File: src/rtl/reg_file_pkg.sv
// Shared configuration for the rename-tagged architectural register file.
// Optional commit counter is enabled with the REG_FILE_COMMIT_CNT_EN macro.
package reg_file_pkg;

  localparam int RF_ROB_LOG = 4;
  localparam int RF_REG_LOG = 5;
  localparam int RF_DATA_W  = 32;

endpackage : reg_file_pkg

File: src/rtl/reg_file_if.sv
// Issue query/rename bundle and ROB commit bundle between the pipeline and reg_file.
interface reg_file_if
  import reg_file_pkg::*;
#(
  parameter int ROB_LOG = RF_ROB_LOG,
  parameter int REG_LOG = RF_REG_LOG
);

  logic                 issue_valid;
  logic [REG_LOG-1:0]   issue_dest;
  logic [ROB_LOG-1:0]   issue_RobId;
  logic [REG_LOG-1:0]   issue_rs1;
  logic [REG_LOG-1:0]   issue_rs2;

  logic                 rs1_busy;
  logic [RF_DATA_W-1:0] rs1_value;
  logic [ROB_LOG-1:0]   rs1_RobId;
  logic                 rs2_busy;
  logic [RF_DATA_W-1:0] rs2_value;
  logic [ROB_LOG-1:0]   rs2_RobId;

  logic                 commit_enable;
  logic [REG_LOG-1:0]   commit_index;
  logic [ROB_LOG-1:0]   commit_RobId;
  logic [RF_DATA_W-1:0] commit_value;

  modport master (
    output issue_valid, issue_dest, issue_RobId, issue_rs1, issue_rs2,
    output commit_enable, commit_index, commit_RobId, commit_value,
    input  rs1_busy, rs1_value, rs1_RobId, rs2_busy, rs2_value, rs2_RobId
  );

  modport slave (
    input  issue_valid, issue_dest, issue_RobId, issue_rs1, issue_rs2,
    input  commit_enable, commit_index, commit_RobId, commit_value,
    output rs1_busy, rs1_value, rs1_RobId, rs2_busy, rs2_value, rs2_RobId
  );

endinterface : reg_file_if

File: src/rtl/reg_read_port.sv
// One combinational operand read port: r0, commit bypass, in-flight tag, committed value.
module reg_read_port
  import reg_file_pkg::*;
#(
  parameter int ROB_LOG = RF_ROB_LOG,
  parameter int REG_LOG = RF_REG_LOG
) (
  input  logic [REG_LOG-1:0]   i_rs,
  input  logic [RF_DATA_W-1:0] i_value,
  input  logic                 i_busy,
  input  logic [ROB_LOG-1:0]   i_tag,
  input  logic                 i_commit_en,
  input  logic [REG_LOG-1:0]   i_commit_idx,
  input  logic [ROB_LOG-1:0]   i_commit_tag,
  input  logic [RF_DATA_W-1:0] i_commit_value,
  output logic                 o_busy,
  output logic [RF_DATA_W-1:0] o_value,
  output logic [ROB_LOG-1:0]   o_rob_id
);

  logic w_bypass_hit;

  assign w_bypass_hit = i_busy && i_commit_en && (i_commit_idx == i_rs) &&
                        (i_tag == i_commit_tag);

  always_comb begin
    o_busy   = 1'b0;
    o_value  = i_value;
    o_rob_id = i_tag;
    if (i_rs == '0) begin
      o_value = '0;
    end else if (w_bypass_hit) begin
      o_value = i_commit_value;
    end else if (i_busy) begin
      o_busy = 1'b1;
    end
  end

endmodule : reg_read_port

File: src/rtl/reg_file.sv
// Architectural register file with rename tags, fed by the ROB commit stream.
// Define REG_FILE_COMMIT_CNT_EN to add the 32-bit commit_count output.
module reg_file
  import reg_file_pkg::*;
#(
  parameter int ROB_LOG = RF_ROB_LOG,
  parameter int REG_LOG = RF_REG_LOG
) (
  input  logic        clk,
  input  logic        rst,
  input  logic        rdy,
  input  logic        flush,
`ifdef REG_FILE_COMMIT_CNT_EN
  output logic [31:0] commit_count,
`endif
  reg_file_if.slave   bus
);

  localparam int NREG = 2 ** REG_LOG;

  logic [RF_DATA_W-1:0] r_value [NREG];
  logic [ROB_LOG-1:0]   r_tag   [NREG];
  logic [NREG-1:0]      r_busy;

  logic w_commit_wr;
  logic w_issue_wr;
  logic w_commit_clr;
  logic w_bypass_en;

  assign w_commit_wr  = bus.commit_enable && (bus.commit_index != '0);
  assign w_issue_wr   = bus.issue_valid && (bus.issue_dest != '0);
  // A younger rename of the same register (earlier or same-cycle) keeps it busy.
  assign w_commit_clr = w_commit_wr && (r_tag[bus.commit_index] == bus.commit_RobId) &&
                        !(w_issue_wr && (bus.issue_dest == bus.commit_index));
  assign w_bypass_en  = rdy && bus.commit_enable;

  always_ff @(posedge clk) begin
    if (rst) begin
      for (int i = 0; i < NREG; i++) begin
        r_value[i] <= '0;
        r_tag[i]   <= '0;
      end
      r_busy <= '0;
    end else if (rdy) begin
      // Jump commits arrive together with the flush, so the value write is not gated by it.
      if (w_commit_wr) begin
        r_value[bus.commit_index] <= bus.commit_value;
      end
      if (flush) begin
        r_busy <= '0;
      end else begin
        if (w_commit_clr) begin
          r_busy[bus.commit_index] <= 1'b0;
        end
        if (w_issue_wr) begin
          r_busy[bus.issue_dest] <= 1'b1;
          r_tag[bus.issue_dest]  <= bus.issue_RobId;
        end
      end
    end
  end

  reg_read_port #(.ROB_LOG(ROB_LOG), .REG_LOG(REG_LOG)) u_rs1_port (
    .i_rs           (bus.issue_rs1),
    .i_value        (r_value[bus.issue_rs1]),
    .i_busy         (r_busy[bus.issue_rs1]),
    .i_tag          (r_tag[bus.issue_rs1]),
    .i_commit_en    (w_bypass_en),
    .i_commit_idx   (bus.commit_index),
    .i_commit_tag   (bus.commit_RobId),
    .i_commit_value (bus.commit_value),
    .o_busy         (bus.rs1_busy),
    .o_value        (bus.rs1_value),
    .o_rob_id       (bus.rs1_RobId)
  );

  reg_read_port #(.ROB_LOG(ROB_LOG), .REG_LOG(REG_LOG)) u_rs2_port (
    .i_rs           (bus.issue_rs2),
    .i_value        (r_value[bus.issue_rs2]),
    .i_busy         (r_busy[bus.issue_rs2]),
    .i_tag          (r_tag[bus.issue_rs2]),
    .i_commit_en    (w_bypass_en),
    .i_commit_idx   (bus.commit_index),
    .i_commit_tag   (bus.commit_RobId),
    .i_commit_value (bus.commit_value),
    .o_busy         (bus.rs2_busy),
    .o_value        (bus.rs2_value),
    .o_rob_id       (bus.rs2_RobId)
  );

`ifdef REG_FILE_COMMIT_CNT_EN
  logic [31:0] r_commit_count;

  always_ff @(posedge clk) begin
    if (rst) begin
      r_commit_count <= '0;
    end else if (rdy && w_commit_wr) begin
      r_commit_count <= r_commit_count + 32'd1;
    end
  end

  assign commit_count = r_commit_count;
`endif

endmodule : reg_file

File: src/flat_wrapper.sv
// flat-port wrapper written by rule: the top's interface ports become plain ports
module reg_file_flat import reg_file_pkg::*;
#(
  parameter int ROB_LOG = RF_ROB_LOG,
  parameter int REG_LOG = RF_REG_LOG
)
  (clk, rst, rdy, flush, bus_issue_valid, bus_issue_dest, bus_issue_RobId, bus_issue_rs1, bus_issue_rs2, bus_commit_enable, bus_commit_index, bus_commit_RobId, bus_commit_value, bus_rs1_busy, bus_rs1_value, bus_rs1_RobId, bus_rs2_busy, bus_rs2_value, bus_rs2_RobId);
  reg_file_if #(.ROB_LOG(ROB_LOG), .REG_LOG(REG_LOG)) bus_i ();
  input  logic clk;
  input  logic rst;
  input  logic rdy;
  input  logic flush;
  input wire logic [$bits(bus_i.issue_valid)-1:0] bus_issue_valid;
  input wire logic [$bits(bus_i.issue_dest)-1:0] bus_issue_dest;
  input wire logic [$bits(bus_i.issue_RobId)-1:0] bus_issue_RobId;
  input wire logic [$bits(bus_i.issue_rs1)-1:0] bus_issue_rs1;
  input wire logic [$bits(bus_i.issue_rs2)-1:0] bus_issue_rs2;
  input wire logic [$bits(bus_i.commit_enable)-1:0] bus_commit_enable;
  input wire logic [$bits(bus_i.commit_index)-1:0] bus_commit_index;
  input wire logic [$bits(bus_i.commit_RobId)-1:0] bus_commit_RobId;
  input wire logic [$bits(bus_i.commit_value)-1:0] bus_commit_value;
  output wire logic [$bits(bus_i.rs1_busy)-1:0] bus_rs1_busy;
  output wire logic [$bits(bus_i.rs1_value)-1:0] bus_rs1_value;
  output wire logic [$bits(bus_i.rs1_RobId)-1:0] bus_rs1_RobId;
  output wire logic [$bits(bus_i.rs2_busy)-1:0] bus_rs2_busy;
  output wire logic [$bits(bus_i.rs2_value)-1:0] bus_rs2_value;
  output wire logic [$bits(bus_i.rs2_RobId)-1:0] bus_rs2_RobId;
  assign bus_i.issue_valid = bus_issue_valid;
  assign bus_i.issue_dest = bus_issue_dest;
  assign bus_i.issue_RobId = bus_issue_RobId;
  assign bus_i.issue_rs1 = bus_issue_rs1;
  assign bus_i.issue_rs2 = bus_issue_rs2;
  assign bus_i.commit_enable = bus_commit_enable;
  assign bus_i.commit_index = bus_commit_index;
  assign bus_i.commit_RobId = bus_commit_RobId;
  assign bus_i.commit_value = bus_commit_value;
  assign bus_rs1_busy = bus_i.rs1_busy;
  assign bus_rs1_value = bus_i.rs1_value;
  assign bus_rs1_RobId = bus_i.rs1_RobId;
  assign bus_rs2_busy = bus_i.rs2_busy;
  assign bus_rs2_value = bus_i.rs2_value;
  assign bus_rs2_RobId = bus_i.rs2_RobId;
  reg_file #(.ROB_LOG(ROB_LOG), .REG_LOG(REG_LOG)) u_core (.clk(clk), .rst(rst), .rdy(rdy), .flush(flush), .bus(bus_i));
endmodule
File: config.mk
export PLATFORM = sky130hd
export DESIGN_NAME = reg_file_flat
export DESIGN_NICKNAME = d
export VERILOG_FILES = /design/src/rtl/reg_file_pkg.sv /design/src/rtl/reg_file_if.sv /design/src/rtl/reg_read_port.sv /design/src/rtl/reg_file.sv /design/src/flat_wrapper.sv
export SDC_FILE = /design/constraint.sdc
export NUM_CORES = 2
export LEC_CHECK = 0
export CAP_MARGIN = 20
export CORE_MARGIN = 2
export CORE_UTILIZATION = 39
export CTS_CLUSTER_SIZE = 30
export DETAILED_ROUTE_END_ITERATION = 16
export DONT_BUFFER_PORTS = 1
export SLEW_MARGIN = 20
export SYNTH_ARGS = -nofsm -noshare
export SYNTH_HDL_FRONTEND = slang
export SYNTH_SLANG_ARGS = --single-unit
File: constraint.sdc
create_clock -name clk -period 6.2 [get_ports clk]
set_input_delay 1.24 -clock clk [delete_from_list [all_inputs] [get_ports clk]]
set_output_delay 1.24 -clock clk [all_outputs]
set_load 0.01 [all_outputs]
* Word-level counts from Yosys, hierarchy flattened
Memories as Yosys holds them, arrays and structs flattened.
Cells that the tools add are included.
** Cells by class
- $lt $le $gt $ge :: 6
- Eq/ne operators :: 6
- Mux-type cells :: 41
- Bitwise logic cells :: 3
- Reductions and logical operators :: 21
** Operators with widths (count)
- $mux 32 :: 11
- $and 32x32->32 :: 1
- $not 32->32 :: 1
- $or 32x32->32 :: 1
- $reduce_or 32->1 :: 1
- $lt 5x6->1 const B :: 4
- $mux 1 :: 23
- $eq 5x5->1 :: 3
- $logic_and 1x1->1 :: 14
- $eq 4x4->1 :: 3
- $bmux 1 s5 :: 2
- $demux 1 s5 :: 2
- $ge 5x1->1 const B :: 2
- $logic_not 5->1 :: 2
- $mux 5 :: 2
- $reduce_bool 5->1 :: 2
- $mux 4 :: 1
- $reduce_or 4->1 :: 1
- $logic_not 1->1 :: 1
** Storage, ports and cells
- Register bits :: 32
- Bits in writable memories :: 1152
- Input bits :: 66
- Memories kept :: 2
** Memory list
- u_core.r_value :: depth 32, width 32, rd ports 2, clocked after Yosys merged registers in 0, write ports 32, line reg_file.sv:21 : logic [RF_DATA_W-1:0] r_value [NREG];
- u_core.r_tag :: depth 32, width 4, rd ports 3, clocked after Yosys merged registers in 0, write ports 32, line reg_file.sv:22 : logic [ROB_LOG-1:0] r_tag [NREG];

* Logic depth before layout (Yosys ltp)
- Word-level depth :: 13
- Gate-level depth with buffers :: 14
- Gate-level depth less buffers :: 7

* By module
From an unflattened synthesis, not the netlist that was laid out.
** Second synthesis, totals
- Cell total of the unflattened synthesis :: 4182
- Area, all modules :: 65530.3 um^2
** By module, submodules not included
- reg_file :: times used 1, cells an instance 3926, area an instance 63938.8 um^2, seq. area each 35233.8 um^2
- reg_read_port :: times used 2, cells an instance 128, area an instance 795.8 um^2, seq. area each 0.0 um^2

* Least setup slack after synthesis
Ideal clock, no wire load.
- Kind :: in2out
- From :: in bus_issue_rs1[1]
- To :: out bus_rs1_value[0]
- Arrival :: 3.874 ns
- Path slack :: 1.086 ns
- Stages on the path :: 11
- Cells stage by stage :: clkbuf_1 clkbuf_1 mux4_2 mux4_2 mux2i_1 xor2_1 nand4_1 or2_1 buf_2 buf_6 a21oi_1
** Between the ends
- Cells in the longest elaborated chain, start to end :: 7
** Ends and longest elaborated chain
- start, declared :: line flat_wrapper.sv:16 : input wire logic [$bits(bus_i.issue_rs1)-1:0] bus_issue_rs1;
- branches (longest 6 deep; another with $mem_v2 32x4)
- $mux 32 (*) :: line reg_read_port.sv:30 : if (i_rs == '0) begin
- end, declared :: line flat_wrapper.sv:23 : output wire logic [$bits(bus_i.rs1_value)-1:0] bus_rs1_value;
Mark *: on every way between the ends. The select of a mux whose other input is x is not followed.

* Worst setup path in the final report
- From :: in bus_issue_rs2[0]
- To :: out bus_rs2_value[5]
** Between the ends
- Cells in the longest elaborated chain, start to end :: 7
** Ends and longest elaborated chain
- start, declared :: line flat_wrapper.sv:17 : input wire logic [$bits(bus_i.issue_rs2)-1:0] bus_issue_rs2;
- branches (longest 6 deep; another with $mem_v2 32x4)
- $mux 32 (*) :: line reg_read_port.sv:30
- end, declared :: line flat_wrapper.sv:26 : output wire logic [$bits(bus_i.rs2_value)-1:0] bus_rs2_value;
Marks and branches as above.

==> metrics <==
outcome=finished, final reports clean; CTS Sinks=1184; vias in the first global route=40459; Comb pwr share=11.7%; CTS Buffer Depth=3; Design Area, Final=between 0.07 and 0.08 mm2; area delta synth->final=10.20%; hold_sp=u_core.r_busy[0]; Crit Path Class=in -> out; Worst Path Max Fanout=62; clock power share=approximately two fifths; HP Class=reg -> reg; min Tclk post-route=5.974 ns; # DRC=0; Hold Crit Endpoint=u_core.r_busy[0]; Netlist Area Pre-Place=0.06525 mm2; Synth top area share=53.02%; Reg power frac=between 40% and 50%; clock root cell=clkbuf_16; Placement Rows=150; Slew headroom=21.28%; gr usage total=26.09%; largest net degree at the start of global routing=349; Seq cells post-synth=about 1200; synthesized area per cell=15.03 um2; post-CTS setup buffer count=0; sequential-to-total area share from yosys stat=54.00%; area leader, netlist=edfxtp_1; P_sw=about 0.0047 W; hold_buf cts=0; worst-margin pin slew=1.181 ns; Routed WL=225500 um; Fin. Hold Viols=0; cell area after placement=0.06781 mm2; Max IR drop VDD=0.2761 mV; P_int=between 0.01 and 0.015 W; synth warn=0; ranking of synthesized cells by area=edfxtp_1 (53%), mux4_2 (23%), and2_1 (11%); die height=413.0 um; Die Wd=between 400 and 500 um; Core Box Area=0.1667 mm2; Iter 0 DRT Violations=approximately 6900; Final Max Tran Viols=0; vias per cell=between 6 and 7; antenna viol nets, final=0; Pre-antenna DRT Iters=6; overflow left after global routing=0; port buffer count=0; Distinct cells, synth=54; first-pass GRT wire length=312700 um; WHS=0.5038 ns; Final nets=4270; initial antenna violation count=22; Reg-to-Reg End=u_core.r_busy[24]; Layout fillers=approximately 15000; Final Cycle Share=96.35%; Top FF cell, synth=edfxtp_1; Placed Cells incl. Taps=6277; Vias=41083; # resized after CTS=0; Arr. time, crit path=4.73 ns; die area=approximately 0.17 mm2; total power=around 0.019 W; PwrDens=264.2 mW/mm2; commonest cells after routing, fill and taps aside=edfxtp_1 (1152), and2_1 (1121), mux4_2 (666), mux2i_1 (163), buf_4 (161); Reg clk slew, reported paths=0.06 ns; switching share of power=24.57%; commonest non-fill, non-tap cell in the layout=edfxtp_1; max_cap viols=0; Worst setup EP type=primary output; Final TNS setup=0 ns; Clock Skew=0.03909 ns; Pleak=24.06 nW; RSZ-0062 raised after global routing=no; Routed WL per cell=34.65 um; Final setup violation count=0; Critical Path RT=4.96 ns; total CTS buffers=121; Worst Reg-to-Reg Cells=8; Finished Layout Cells=6508; Syn Inst Count=4340; Max Freq=about 170 MHz; Starting Density=about two fifths; crit path launch type=input pin; H-tree Lvls=3; Placer Congestion=0.9077; clk_lat worst skew=between 0.7 and 0.8 ns; I/O Pins=140; Post-synth ARST share=0%; CTS tree=built; Hold Crit Depth=1; share of layout cells above drive strength 1=26.27%; post-DP HPWL=128900 um; reg2reg setup slack=around 3.4 ns; RR Startpoint=u_core.r_tag[19][3]; Post-synth EDFFs=1152
==> routing by layer <==
layer	global-route usage (%)	wire length (um)	vias to the layer above	share of wire (%)
li1	-	-	16544	-
met1	36.26	86970	21411	39
met2	40.09	102900	2680	46
met3	5.622	26270	442	12
met4	10.00	9237	6	4.1
met5	0.6783	189	-	0.084
==> per-stage QoR <==
stage / setup WS (ns) / utilization (%)
global route: 0.1342 / 43.14
floorplan: 1.086 / -
CTS: 0.2989 / 43.00
finish: 0.2261 / 43.14
detailed placement: 0.3605 / 40.69
global placement: 0.3655 / 40.68
==> synthesized netlist by cell type (6+ instances only) <==
cell	instances
edfxtp_1	1152
and2_1	1121
mux4_2	666
clkbuf_1	369
mux2i_1	163
a21oi_1	137
nor2_1	96
or2_2	63
a211oi_1	46
buf_1	41
nand2_1	38
nor3_1	36
a221oi_1	35
a22oi_1	33
nor4_1	33
o31ai_1	33
buf_2	32
dfxtp_1	32
o21ai_0	23
xnor2_1	18
a31oi_1	16
buf_4	16
mux2_2	15
nand4_1	12
nand3_1	11
or3_1	11
buf_6	10
o21ai_1	10
and3_1	8
nand3b_1	8
nor3b_1	7
inv_1	6
==> registers in the layout, summed over array words and instances (netlist names) <==
register	flops
u_core.r_value	1024
u_core.r_busy	32
u_core.r_tag	128
==> worst max-delay path: stages <==
cell      delay, ns
buf_16         0.42
mux4_2         0.59
mux2_2         0.31
a211oi_1       0.35
or3_1          0.19
nand3_2        0.62
buf_12         0.42
nor4_1         0.23
a211oi_1       0.10
buf_4          0.17
==> power by group through the flow <==
stage               combinational (W)  sequential, W  clock, W
floorplan                     0.00160        0.00947         0
global placement              0.00203        0.00955         0
detailed placement            0.00204        0.00957         0
CTS                           0.00205        0.00941   0.00739
global route                  0.00230        0.00946   0.00769
finish                        0.00223        0.00942   0.00735
==> how the worst max path moves through the flow <==
stage / from / to / slack, ns / cells past startpoint
after floorplan: bus_issue_rs1[1] / bus_rs1_value[0] / 1.09 / 11
after global placement: bus_issue_rs2[0] / bus_rs2_value[11] / 0.37 / 9
after detailed placement: bus_issue_rs2[0] / bus_rs2_value[14] / 0.36 / 9
after CTS: bus_issue_rs2[0] / bus_rs2_value[14] / 0.30 / 9
after global routing: bus_issue_rs2[0] / bus_rs2_value[5] / 0.13 / 10
final: bus_issue_rs2[0] / bus_rs2_value[5] / 0.23 / 10
==> cell type report <==
class | count | area (um2) | share of cell area, %
diodes | 3 | 7.507 | 0.01044
clock inverters | 71 | 723.2 | 1.006
flip-flops and latches | 1184 | 35230 | 49.00
clock buffers | 149 | 3133 | 4.357
well taps | 2204 | 2758 | 3.835
inverters | 7 | 28.78 | 0.04002
repair buffers | 174 | 1524 | 2.119
multi-input cells | 2716 | 28490 | 39.63
==> cells by family (layout without fill, tap and decap cells) <==
family	after synthesis	after routing	synth area share (%)
buffers and inverters	475	401	3.001
XOR/XNOR	23	23	0.3087
AO/OA/AOI/OAI	348	348	3.410
AND/OR/NAND/NOR	1465	1465	13.53
multiplexers	844	844	25.75
flip-flops	1184	1184	54.00
other	1	39	0.005747
(Power assumes the default switching activity.)
